===== src/rtl/aha_axi_to_sif_write_data.sv =====
// AXI4 write burst capture: buffers W beats in a first-word-fall-through FIFO,
// streams them to the SIF write port and returns one B response per burst.
module aha_axi_to_sif_write_data #(
  parameter int DATA_W     = 64,
  parameter int ID_W       = 4,
  parameter int FIFO_DEPTH = 32
) (
  input  logic                ACLK,
  input  logic                ARESETn,
  input  logic [ID_W-1:0]     AWID,
  input  logic [7:0]          AWLEN,
  input  logic                AWVALID,
  output logic                AWREADY,
  input  logic [DATA_W-1:0]   WDATA,
  input  logic [DATA_W/8-1:0] WSTRB,
  input  logic                WLAST,
  input  logic                WVALID,
  output logic                WREADY,
  output logic [ID_W-1:0]     BID,
  output logic [1:0]          BRESP,
  output logic                BVALID,
  input  logic                BREADY,
  output logic [DATA_W-1:0]   SIF_WR_DATA,
  output logic [DATA_W/8-1:0] SIF_WR_STRB,
  output logic                SIF_WR_LAST,
  output logic                SIF_WR_VALID,
  input  logic                SIF_WR_READY
);

  localparam int STRB_W  = DATA_W / 8;
  localparam int PTR_W   = $clog2(FIFO_DEPTH);
  localparam int ENTRY_W = DATA_W + STRB_W + 1;

  typedef enum logic [1:0] {IDLE, DATA, DRAIN, RESP} state_t;

  state_t            state_reg;
  logic [7:0]        len_reg;
  logic [7:0]        beat_cnt_reg;
  logic              err_reg;
  logic [ID_W-1:0]   bid_reg;
  logic [1:0]        bresp_reg;
  logic              bvalid_reg;
  logic              awready_reg;

  logic [ENTRY_W-1:0] mem [FIFO_DEPTH];
  logic [PTR_W:0]     wr_ptr_reg;
  logic [PTR_W:0]     rd_ptr_reg;
  logic [ENTRY_W-1:0] head;

  logic fifo_empty;
  logic fifo_full;
  logic w_push;
  logic sif_pop;
  logic beat_final;

  // Extra pointer bit distinguishes full from empty when the indices match.
  assign fifo_empty = (wr_ptr_reg == rd_ptr_reg);
  assign fifo_full  = (wr_ptr_reg[PTR_W] != rd_ptr_reg[PTR_W]) &&
                      (wr_ptr_reg[PTR_W-1:0] == rd_ptr_reg[PTR_W-1:0]);

  assign WREADY     = (state_reg == DATA) && !fifo_full;
  assign w_push     = WVALID && WREADY;
  assign beat_final = (beat_cnt_reg == len_reg);

  assign SIF_WR_VALID = !fifo_empty;
  assign sif_pop      = SIF_WR_VALID && SIF_WR_READY;

  // Head is read combinationally so a pushed beat is visible the next cycle;
  // gating with empty keeps stale RAM contents off the port.
  assign head = mem[rd_ptr_reg[PTR_W-1:0]];
  assign {SIF_WR_DATA, SIF_WR_STRB, SIF_WR_LAST} = fifo_empty ? '0 : head;

  assign AWREADY = awready_reg;
  assign BVALID  = bvalid_reg;
  assign BRESP   = bresp_reg;
  assign BID     = bid_reg;

  always_ff @(posedge ACLK) begin
    if (w_push) begin
      mem[wr_ptr_reg[PTR_W-1:0]] <= {WDATA, WSTRB, beat_final};
    end
  end

  always_ff @(posedge ACLK or negedge ARESETn) begin
    if (!ARESETn) begin
      wr_ptr_reg <= '0;
      rd_ptr_reg <= '0;
    end else begin
      if (w_push) begin
        wr_ptr_reg <= wr_ptr_reg + 1'b1;
      end
      if (sif_pop) begin
        rd_ptr_reg <= rd_ptr_reg + 1'b1;
      end
    end
  end

  always_ff @(posedge ACLK or negedge ARESETn) begin
    if (!ARESETn) begin
      state_reg    <= IDLE;
      len_reg      <= '0;
      beat_cnt_reg <= '0;
      err_reg      <= 1'b0;
      bid_reg      <= '0;
      bresp_reg    <= 2'b00;
      bvalid_reg   <= 1'b0;
      awready_reg  <= 1'b1;
    end else begin
      case (state_reg)
        IDLE: begin
          if (AWVALID && awready_reg) begin
            len_reg      <= AWLEN;
            bid_reg      <= AWID;
            beat_cnt_reg <= '0;
            err_reg      <= 1'b0;
            awready_reg  <= 1'b0;
            state_reg    <= DATA;
          end
        end
        DATA: begin
          if (w_push) begin
            // Burst length follows AWLEN; a misplaced WLAST only flags an error.
            err_reg <= err_reg | (WLAST != beat_final);
            if (beat_final) begin
              state_reg <= DRAIN;
            end else begin
              beat_cnt_reg <= beat_cnt_reg + 8'd1;
            end
          end
        end
        DRAIN: begin
          if (fifo_empty) begin
            bvalid_reg <= 1'b1;
            bresp_reg  <= err_reg ? 2'b10 : 2'b00;
            state_reg  <= RESP;
          end
        end
        RESP: begin
          if (BREADY) begin
            bvalid_reg  <= 1'b0;
            awready_reg <= 1'b1;
            state_reg   <= IDLE;
          end
        end
        default: state_reg <= IDLE;
      endcase
    end
  end

endmodule


===== config.mk =====
export PLATFORM = sky130hd
export DESIGN_NAME = aha_axi_to_sif_write_data
export DESIGN_NICKNAME = d
export VERILOG_FILES = /design/src/rtl/aha_axi_to_sif_write_data.sv
export SDC_FILE = /design/constraint.sdc
export NUM_CORES = 2
export LEC_CHECK = 0
export BUFFER_PORTS_ARGS = -buffer_cell sky130_fd_sc_hd__buf_2
export CAP_MARGIN = 20
export CORE_MARGIN = 2
export CORE_UTILIZATION = 40
export CTS_CLUSTER_SIZE = 20
export DETAILED_ROUTE_END_ITERATION = 7
export PLACE_DENSITY = 0.6
export SKIP_LAST_GASP = 1
export SLEW_MARGIN = 20
export SYNTH_ARGS = -nofsm -noshare
export SYNTH_HDL_FRONTEND = slang
export SYNTH_SLANG_ARGS = --single-unit

===== constraint.sdc =====
create_clock -name ACLK -period 5.1 [get_ports ACLK]
set_input_delay 0.255 -clock ACLK [delete_from_list [all_inputs] [get_ports ACLK]]
set_output_delay 0.255 -clock ACLK [all_outputs]
set_load 0.02 [all_outputs]

==> impl_metrics.env <==
export IMPL_min_to="len_reg[3]"
export IMPL_netlist_area_mm2=0.0904
export IMPL_holdWs_ns=0.142
export IMPL_core_mm2=0.225
export IMPL_insertion_delay_ns=0.87
export IMPL_crit_path_start_kind="flip-flop"
export IMPL_worstMarginPinSlew_ns=1.12
export IMPL_netlist_area_leader_share_pct=77.6
export IMPL_layout_commonest_cell="edfxtp_1"
export IMPL_max_freq_mhz=208
export IMPL_cts_tree="yes"
export IMPL_end_kind="output port"
export IMPL_num_io_pins=174
export IMPL_hold_path_class="in2reg"
export IMPL_postSynthNetCount=3969
export IMPL_final_max_slew_viol_count=0
export IMPL_critPathRequiredTime_ns=4.85
export IMPL_cap_viol_max_count=0
export IMPL_antenna_found_initial=12
export IMPL_grt_pass1_vias=44100
export IMPL_wl_per_cell_um=30.8
export IMPL_grt_pass1_wl_um=327000
export IMPL_drive_gt1_share_pct=28.7
export IMPL_yosys_cell_types_count=61
export IMPL_p_leak_nw=33.0
export IMPL_fin_nets=4381
export IMPL_routed_wl_um=230000
export IMPL_grt_usage_pct=19.9
export IMPL_io_buffers=172
export IMPL_largest_reg_flops=2336
export IMPL_async_flop_share_pct=1.60
export IMPL_critical_path_cell_chain="nor2b_1 -> buf_4 -> nand2b_2 -> o22ai_1 -> a211o_1 -> a211oi_1 -> buf_2"
export IMPL_status="finished, final reports clean"
export IMPL_syn_to_final_growth_pct=15.2
export IMPL_die_height_um=479
export IMPL_grt_max_degree=114
export IMPL_min_path_cells=3
export IMPL_cts_max_level=4
export IMPL_arrival_ns=4.55
export IMPL_worst_setup_path_type="reg2out"
export IMPL_path_max_fanout=28
export IMPL_slowest_delay_ns=0.91
export IMPL_post_cts_resized=0
export IMPL_vias=43000
export IMPL_setup_viol=0
export IMPL_overflow=0
export IMPL_hold_violations=0
export IMPL_finalCritPeriodShare_pct=94.2
export IMPL_drc=0
export IMPL_drt_iter0_drc=4783
export IMPL_yosys_warnings=0
export IMPL_syn_avg_cell_area_um2=23.4
export IMPL_r2r_setup_slack_ns=1.42
export IMPL_reg2reg_from="rd_ptr_reg[0]"
export IMPL_mostFrequentLayoutCells="edfxtp_1, mux4_2, clkbuf_16, buf_2, a22oi_1"
export IMPL_clockBufferDepth=3
export IMPL_cts_buffers_inserted=235
export IMPL_slew_limit_headroom_pct=25.1
export IMPL_slowest_stage="a211oi_1"
export IMPL_start_util_pct=40.2
export IMPL_viasPerCell=5.75
export IMPL_hp_start="AWLEN[3]"
export IMPL_rr_worst_depth=6
export IMPL_setup_tns_ns=0
export IMPL_nFillCells=18400
export IMPL_fin_skew_ns=0.0452
export IMPL_synth_edff_count=2336
export IMPL_synth_seq_area_share_pct=78.7
export IMPL_min_period_ns=4.80
export IMPL_first_pass_iters=8
export IMPL_synth_top_area_cell="edfxtp_1"
export IMPL_postRouteAntennaNets=0
export IMPL_gp_congestion=0.744
export IMPL_ys_ff_latch=2374
export IMPL_row_count=174
export IMPL_fp_dieW_um=479
export IMPL_netlist_instances=3868
export IMPL_vdd_drop_max_v=0.000573
export IMPL_ys_flop_type="edfxtp_1"
export IMPL_cts_sinks=2374
export IMPL_die_area_mm2=0.230
export IMPL_clk_pin_slew_worst_paths_ns=0.06
export IMPL_netlist_top_cells_area="edfxtp_1, mux4_2, a22oi_1"
export IMPL_root_buffer="clkbuf_16"
export IMPL_r2r_end="mem[3][68]"
export IMPL_power_density_mw_per_mm2=538
export IMPL_dpl_hpwl_um=124000
export IMPL_rsz0062_at_grt="false"
how the worst max path moves through the flow:
| stage | from | end | depth (start not counted) |
|---|---|---|---|
| 3_3_place_gp | rd_ptr_reg[0] | SIF_WR_DATA[51] | 7 |
| 6_report | rd_ptr_reg[4] | SIF_WR_DATA[33] | 7 |
| 5_1_grt | rd_ptr_reg[0] | SIF_WR_DATA[33] | 6 |
| 2_1_floorplan | rd_ptr_reg[0] | mem[15][0] | 7 |
| 3_5_place_dp | rd_ptr_reg[0] | SIF_WR_DATA[60] | 8 |
| 4_1_cts | rd_ptr_reg[0] | SIF_WR_DATA[60] | 8 |
stage by stage:
stage | cell area [um^2] | utilization [%] | total power, mW | worst slack [ns] | instances
finish | 104000 | 46.3 | 56.0 | 0.297 | 7477
global placement | 95600 | 42.5 | 39.4 | 1.33 | 6942
CTS | 104000 | 46.3 | 56.5 | 0.398 | 7473
global route | 104000 | 46.3 | 58.2 | 0.136 | 7477
detailed placement | 95600 | 42.5 | 39.5 | 1.33 | 6942
floorplan | 90400 | - | 33.9 | 0.124 | 3868
layout make-up:
type	count	area [um^2]	share of cell area, %
Timing Repair Buffer	396	3360	3.23
Multi-Input combinational cell	1260	18200	17.5
Antenna cell	2	5.00	0.00481
Inverter	13	48.8	0.0469
Tap cell	2992	3740	3.60
Sequential cell	2374	71100	68.3
Clock inverter	148	1500	1.44
Clock buffer	292	6120	5.87
where the power goes:
group          switching, mW  internal [mW]  total (mW)  leakage [nW]
logic                   9.46           6.86        16.3          7.81
registers              0.602           22.0        22.6          21.5
clock network           7.45           9.64        17.1          3.68
total                   17.5           38.5        56.0          33.0
critical path, delay by kind of cell, from the launching register on:
family / cells / cell delay, ns
AND/OR/NAND/NOR: 2 / 0.76
AO/OA/AOI/OAI: 3 / 1.47
flip-flops: 1 / 0.83
buffers and inverters: 2 / 0.57
cells in the mapped netlist, drive strengths merged, types with 20 or more instances:
master and instances:
o22ai 78, nor3 20, nor2b 25, clkbuf 73
buf 148, edfxtp 2336, nand2 86, a22o 34
a22oi 136, a211o 40, mux2i 61, mux4 584
xnor2 22, dfrtp 37, a211oi 39, and3 36
layer usage:
metal  wire length [um]  track usage [%]
met2             113000             32.4
met1              94600             27.2
met5                 36                0
met4               7900             6.67
met3              15100             3.68
kinds of logic after synthesis:
| kind of cell | Yosys count | synth area share, % |
|---|---|---|
| AOI/OAI and AO/OA | 350 | 2.89 |
| xor gates and xnor gates | 25 | 0.259 |
| adders and majority gates | 10 | 0.138 |
| buffers and inverters | 234 | 1.42 |
| DFF | 2374 | 78.7 |
| muxes | 660 | 15.4 |
| other | 1 | 0.00415 |
| and+or+nand+nor | 214 | 1.22 |
repair_timing:
action / 4_1_cts / 5_1_grt
endpoints found under the hold margin: 2363 / 37
buffers inserted: 0 / 0
hold buffers: 91 / 1
No activity file was read; power rests on OpenSTA's default activity.
